## config.mk

```make
export PLATFORM = sky130hd
export DESIGN_NAME = cpu_param
export DESIGN_NICKNAME = d
export VERILOG_FILES = /design/src/rtl/cpu_param.sv
export SDC_FILE = /design/constraint.sdc
export NUM_CORES = 1
export LEC_CHECK = 0
export CAP_MARGIN = 20
export CORE_MARGIN = 1
export CORE_UTILIZATION = 50
export DETAILED_ROUTE_END_ITERATION = 8
export PLACE_DENSITY = 0.76
export SLEW_MARGIN = 0
export SYNTH_ARGS = -nofsm -noshare
export SYNTH_HDL_FRONTEND = slang
export SYNTH_SLANG_ARGS = --single-unit
```

## constraint.sdc

```tcl
create_clock -name clk -period 4.69 [get_ports clk]
set_clock_uncertainty 0.05 [all_clocks]
set_input_delay 0.938 -clock clk [delete_from_list [all_inputs] [get_ports clk]]
set_output_delay 0.938 -clock clk [all_outputs]
set_load 0.01 [all_outputs]
```

## src/rtl/cpu_param.sv

```systemverilog
// cpu_param: small multi-cycle accumulator-less CPU with an 8-entry register
// file, a two-word instruction format and a ready/valid style memory port.
// Every instruction goes FETCHA -> FETCHB -> EXECA -> EXECB; memory stages
// stall on mem_ready. Define CPU_PARAM_SHIFT_EN to enable the SHL/SHR unit
// (G=101); without it G=101 executes as NOP.
module cpu_param #(
    parameter int DATA_W = 8,
    parameter int ADDR_W = 8
) (
    input  logic              clk,
    input  logic              rst,
    input  logic              run,
    input  logic              halt,
    output logic [ADDR_W-1:0] mem_addr,
    output logic [DATA_W-1:0] mem_wdata,
    input  logic [DATA_W-1:0] mem_rdata,
    output logic              mem_rden,
    output logic              mem_wren,
    input  logic              mem_ready,
    output logic              waits,
    output logic              fetcha,
    output logic              fetchb,
    output logic              execa,
    output logic              execb,
    output logic [ADDR_W-1:0] pc_out,
    output logic              cflag,
    output logic              zflag
);

    typedef enum logic [2:0] {
        S_WAITS  = 3'd0,
        S_FETCHA = 3'd1,
        S_FETCHB = 3'd2,
        S_EXECA  = 3'd3,
        S_EXECB  = 3'd4
    } stage_t;

    stage_t            r_stage;
    logic [ADDR_W-1:0] r_pc;
    logic [ADDR_W-1:0] r_addr;
    logic [DATA_W-1:0] r_op;
    logic [DATA_W-1:0] r_opr;
    logic [DATA_W-1:0] r_ld;
    logic [DATA_W-1:0] r_wdata;
    logic [DATA_W-1:0] r_regs [8];
    logic              r_rden;
    logic              r_wren;
    logic              r_c;
    logic              r_z;
    logic              r_halt_req;

    // Instruction fields
    logic [2:0]        w_g;
    logic [1:0]        w_f;
    logic [2:0]        w_r;
    logic [2:0]        w_a;
    logic [2:0]        w_b;
    logic [ADDR_W-1:0] w_k;
    logic [ADDR_W-1:0] w_k_fetch;
    logic [ADDR_W-1:0] w_pc_inc;
    logic              w_is_ld;
    logic              w_is_st;
    logic              w_is_hlt;
    logic              w_jmp_taken;

    assign w_g       = r_op[7:5];
    assign w_f       = r_op[4:3];
    assign w_r       = r_op[2:0];
    assign w_a       = r_opr[5:3];
    assign w_b       = r_opr[2:0];
    assign w_k       = r_opr[ADDR_W-1:0];
    // Operand word arriving at the end of FETCHB: its K sets up the EXECA access
    assign w_k_fetch = mem_rdata[ADDR_W-1:0];
    assign w_pc_inc  = r_pc + ADDR_W'(1);
    assign w_is_ld   = (w_g == 3'b000) && (w_f == 2'b01);
    assign w_is_st   = (w_g == 3'b000) && (w_f == 2'b10);
    assign w_is_hlt  = (w_g == 3'b000) && (w_f == 2'b11);

    // ALU operands and wide results (MSB is carry / borrow)
    logic [DATA_W-1:0] w_ra;
    logic [DATA_W-1:0] w_rb;
    logic [DATA_W:0]   w_add;
    logic [DATA_W:0]   w_sub;

    assign w_ra  = r_regs[w_a];
    assign w_rb  = r_regs[w_b];
    assign w_add = {1'b0, w_ra} + {1'b0, w_rb};
    assign w_sub = {1'b0, w_ra} - {1'b0, w_rb};

`ifdef CPU_PARAM_SHIFT_EN
    logic [DATA_W-1:0] w_rr;
    assign w_rr = r_regs[w_r];
`endif

    // Conditional jump evaluation against the current flags
    always_comb begin
        w_jmp_taken = 1'b0;
        case (w_f)
            2'b00:   w_jmp_taken = r_c;
            2'b01:   w_jmp_taken = r_z;
            2'b10:   w_jmp_taken = ~r_z;
            default: w_jmp_taken = 1'b1;
        endcase
    end

    // Write-back value, write enable and flag update for EXECB
    logic [DATA_W-1:0] w_res;
    logic              w_wb_en;
    logic              w_flag_en;
    logic              w_c_next;

    always_comb begin
        w_res     = '0;
        w_wb_en   = 1'b0;
        w_flag_en = 1'b0;
        w_c_next  = r_c;
        case (w_g)
            3'b000: begin
                if (w_is_ld) begin
                    w_wb_en = 1'b1;
                    w_res   = r_ld;
                end
            end
            3'b010: begin
                w_wb_en = 1'b1;
                w_res   = DATA_W'(w_k);
            end
            3'b100: begin
                w_wb_en   = 1'b1;
                w_flag_en = 1'b1;
                case (w_f)
                    2'b00: begin
                        w_res    = w_add[DATA_W-1:0];
                        w_c_next = w_add[DATA_W];
                    end
                    2'b01: begin
                        w_res    = w_sub[DATA_W-1:0];
                        w_c_next = w_sub[DATA_W];
                    end
                    2'b10: begin
                        w_res    = w_ra & w_rb;
                        w_c_next = 1'b0;
                    end
                    default: begin
                        w_res    = w_ra | w_rb;
                        w_c_next = 1'b0;
                    end
                endcase
            end
`ifdef CPU_PARAM_SHIFT_EN
            3'b101: begin
                if (w_f == 2'b00) begin
                    w_wb_en   = 1'b1;
                    w_flag_en = 1'b1;
                    w_res     = {w_rr[DATA_W-2:0], 1'b0};
                    w_c_next  = w_rr[DATA_W-1];
                end else if (w_f == 2'b01) begin
                    w_wb_en   = 1'b1;
                    w_flag_en = 1'b1;
                    w_res     = {1'b0, w_rr[DATA_W-1:1]};
                    w_c_next  = w_rr[0];
                end
            end
`endif
            default: ;
        endcase
    end

    // Stage sequencing with registered memory strobes/address, PC, registers and flags
    always_ff @(posedge clk) begin
        if (rst) begin
            r_stage    <= S_WAITS;
            r_pc       <= '0;
            r_addr     <= '0;
            r_op       <= '0;
            r_opr      <= '0;
            r_ld       <= '0;
            r_wdata    <= '0;
            r_rden     <= 1'b0;
            r_wren     <= 1'b0;
            r_c        <= 1'b0;
            r_z        <= 1'b0;
            r_halt_req <= 1'b0;
            for (int unsigned i = 0; i < 8; i++) begin
                r_regs[i] <= '0;
            end
        end else begin
            if (halt && (r_stage != S_WAITS)) begin
                r_halt_req <= 1'b1;
            end
            case (r_stage)
                S_WAITS: begin
                    if (run) begin
                        r_stage <= S_FETCHA;
                        r_rden  <= 1'b1;
                        r_addr  <= r_pc;
                    end
                end
                S_FETCHA: begin
                    if (mem_ready) begin
                        r_op    <= mem_rdata;
                        r_pc    <= w_pc_inc;
                        r_addr  <= w_pc_inc;
                        r_stage <= S_FETCHB;
                    end
                end
                S_FETCHB: begin
                    if (mem_ready) begin
                        r_opr   <= mem_rdata;
                        r_pc    <= w_pc_inc;
                        r_stage <= S_EXECA;
                        // Strobes for EXECA are set up here so they are registered on entry
                        if (w_is_ld) begin
                            r_addr <= w_k_fetch;
                        end else if (w_is_st) begin
                            r_rden  <= 1'b0;
                            r_wren  <= 1'b1;
                            r_addr  <= w_k_fetch;
                            r_wdata <= r_regs[w_r];
                        end else begin
                            r_rden <= 1'b0;
                            r_addr <= w_pc_inc;
                        end
                    end
                end
                S_EXECA: begin
                    if (!(r_rden || r_wren) || mem_ready) begin
                        if (r_rden) begin
                            r_ld <= mem_rdata;
                        end
                        r_rden  <= 1'b0;
                        r_wren  <= 1'b0;
                        r_stage <= S_EXECB;
                        if ((w_g == 3'b001) && w_jmp_taken) begin
                            r_pc   <= w_k;
                            r_addr <= w_k;
                        end else begin
                            r_addr <= r_pc;
                        end
                    end
                end
                S_EXECB: begin
                    if (w_wb_en) begin
                        r_regs[w_r] <= w_res;
                    end
                    if (w_flag_en) begin
                        r_c <= w_c_next;
                        r_z <= (w_res == '0);
                    end
                    r_halt_req <= 1'b0;
                    r_addr     <= r_pc;
                    if (halt || r_halt_req || w_is_hlt) begin
                        r_stage <= S_WAITS;
                    end else begin
                        r_stage <= S_FETCHA;
                        r_rden  <= 1'b1;
                    end
                end
                default: r_stage <= S_WAITS;
            endcase
        end
    end

    assign mem_addr  = r_addr;
    assign mem_wdata = r_wdata;
    assign mem_rden  = r_rden;
    assign mem_wren  = r_wren;
    assign waits     = (r_stage == S_WAITS);
    assign fetcha    = (r_stage == S_FETCHA);
    assign fetchb    = (r_stage == S_FETCHB);
    assign execa     = (r_stage == S_EXECA);
    assign execb     = (r_stage == S_EXECB);
    assign pc_out    = r_pc;
    assign cflag     = r_c;
    assign zflag     = r_z;

endmodule

```

==> results.yml <==
run_status:
  status: "complete, no violations"
finish:
  syn2layout_area_growth_pct: 13.8
  final_nets: 879
  layout.cells.most_common: "nor2_1"
  fillers: 1344
  layout_common_cells: "nor2_1, nand2_1, edfxtp_1, dfxtp_1, a21oi_1"
  regArea_sq_um: 3160
  drive_gt1_share_pct: 13.2
  multiInputGateArea_sq_um: 4490
  antenna_cells: 0
setup_path:
  crit_slowest_cell: "dfxtp_1"
  rr_worst_depth: 11
  worst_ep_arrival_time_ps: 4360
  r2r_end: "r_regs[4][6]"
  startpoint_type: "flip-flop"
  worst_path_largest_cell_delay_ps: 710
  worst_ep_required_time_ps: 4780
  cp_cell_sequence: "buf_4 > mux4_2 > mux2i_1 > ha_1 > nand2b_1 > a221oi_1 > or4_1 > a41o_1 > a21oi_1 > a221oi_2 > nor2_1"
  endpoint: "r_regs[4][6]"
  r2r_slack_ps: 420
  crit_fanout: 10
  crit_type: "reg2reg"
  end_kind: "flip-flop"
floorplanning:
  rows: 46
  start_util_pct: 51.0
  die_area_sq_um: 16600
  io_pins: 46
  die_w_um: 129
  core_area_sq_um: 15800
  die_h_um: 129
clocking:
  clk_pin_slew_worst_paths_ps: 60
  cts_resized: 0
  cts.sinks: 126
  postCtsHoldBufs: 0
  cts.path.max_buffers: 2
  cts_buffers: 17
  cts_setup_buffers: 0
  insertion_delay_ps: 420
  htreeDepth: 4
  cts-root-buf: "clkbuf_16"
  cts_tree: "done"
timing:
  period_share_pct: 91.1
  tns_ps: 0
  setup_violations: 0
  rsz0062_at_grt: "no"
  post-route-min-period_ps: 4270
  max_slew_margin_pct: 35.7
  fmax_mhz: 234
  tightest_slew_ps: 963
  finalMaxSlewViolations: 0
  hold_violations: 0
power:
  p_leak_nw: 3.06
  total_power_mw: 2.97
  p_per_area_nw_per_um2: 324
  irDropWorstVdd_mv: 0.401
global_route:
  first_global_vias: 6127
  antenna_found_initial: 0
  grt_pass1_wl_um: 33600
  grt_use_total_pct: 27.1
  grt_max_degree: 68
  overflow: 0
drt:
  vias: 6639
  drc: 0
  via_per_inst: 6.23
  wl_per_cell_um: 20.2
  dr.first_iter.drc_count: 616
  routed_wl_um: 21600
  ant_nets: 0
  dr.pass1.iters: 5
yosys:
  yosys_warnings: 0
  netlist_instances: 816
  syn_nets: 858
  seq_area_frac_synth_pct: 39.3
  yosys.area.top_type: "edfxtp_1"
  ys_ff_latch: 126
  synth-edff-count: 64
  yosys_most_used_dff: "edfxtp_1"
  synth_area_sq_um: 8050
  async_reset_ff_share_pct: 0
  synth_top_area_share_pct: 23.9
  yosysUniqueCellTypes: 72
  synth_top_cells_by_area: "edfxtp_1, dfxtp_1, mux4_2"
  avgSynthCellArea_sq_um: 9.86
flow_run:
  maxCapViolCount: 0
place:
  dpl.hpwl_um: 15700
  gp_congestion: 0.902
  numPortBuffers: 45
min_path:
  min_path_type: "reg2reg"
[through the flow]
stage	hold slack (ps)	util, %	instance area, sq um	worst slack (ps)	instances
6_report	399	58.1	9160	418	1066
5_1_grt	426	58.1	9160	62.3	1066
4_1_cts	402	58.1	9160	452	1066
3_5_place_dp	395	54.5	8600	502	1034
3_3_place_gp	393	54.5	8600	626	1034
2_1_floorplan	386	-	8050	624	816
[logic make-up (layout without fill, tap and decap cells)]
logic type / Yosys count / after routing / share of synthesized area [%]
and+or+nand+nor: 296 / 296 / 17.5
AOI/OAI and AO/OA: 182 / 182 / 15.0
DFF: 126 / 126 / 39.3
buffers and inverters: 91 / 125 / 4.91
muxes: 79 / 79 / 17.2
adders and majority gates: 29 / 29 / 4.69
xor gates and xnor gates: 13 / 13 / 1.41
[final cells by class]
class                           instances  share of cell area [%]
Clock buffer                           22                    4.85
Sequential cell                       126                    34.5
Tap cell                              216                    2.95
Inverter                               34                    1.39
Multi-Input combinational cell        599                    49.0
Timing Repair Buffer                   59                    6.01
Clock inverter                         10                    1.27
[critical path, delay by kind of cell (launching register included)]
kind | cells | cell delay (ps)
adder cells (fa/ha/maj) | 1 | 360
AND/OR/NAND/NOR | 3 | 480
multiplexers | 2 | 760
flip-flops | 1 | 710
AO/OA/AOI/OAI | 4 | 1310
buffers and inverters | 1 | 300
[worst min-delay path by stage]
stage | startpoint | end | slack (ps) | cells past startpoint
final | mem_addr[6] | mem_addr[6] | 400 | 2
after global routing | mem_addr[6] | mem_addr[6] | 430 | 2
after CTS | mem_addr[6] | mem_addr[6] | 400 | 2
after detailed placement | mem_addr[6] | mem_addr[6] | 400 | 2
after global placement | r_halt_req | r_halt_req | 390 | 2
after floorplan | r_ld[1] | r_ld[1] | 390 | 2
[flip-flops by register name, indices dropped and copies added (netlist names), named ones only]
register	count
r_halt_req	1
mem_addr	8
mem_rden	1
pc_out	8
mem_wren	1
mem_wdata	8
r_opr	8
r_op	8
cflag	1
r_stage	3
zflag	1
r_regs	64
r_ld	8
[cells in the mapped netlist, drive strengths merged, types with 3 or more instances]
cell,instances
and3,6
nor2,118
a2111oi,3
a211o,4
o211ai,6
nor2b,5
ha,27
o311a,3
nand2b,18
xor2,6
inv,34
a221oi,4
nand3,11
a211oi,18
a21oi,61
mux2i,30
a22oi,4
nor3,20
nand4,4
edfxtp,64
a31oi,10
buf,26
a221o,3
nand3b,3
o31ai,4
clkbuf,31
or3,3
o21ai,33
mux4,47
o22ai,4
nand2,97
dfxtp,62
and2,3
xnor2,7
a311oi,4
[power breakdown]
group	switching [mW]	internal, mW	total (mW)
Sequential	0.0661	1.20	1.27
Combinational	0.250	0.197	0.447
Clock	0.479	0.780	1.26
[metal layers]
layer	global-route usage, %	share of wire [%]	vias to the layer above
li1	-	-	3056
met1	36.4	41	3229
met2	44.5	49	324
met3	4.62	8.1	30
met4	9.27	1.6	0
met5	0	0	-
(Power assumes the default switching activity.)
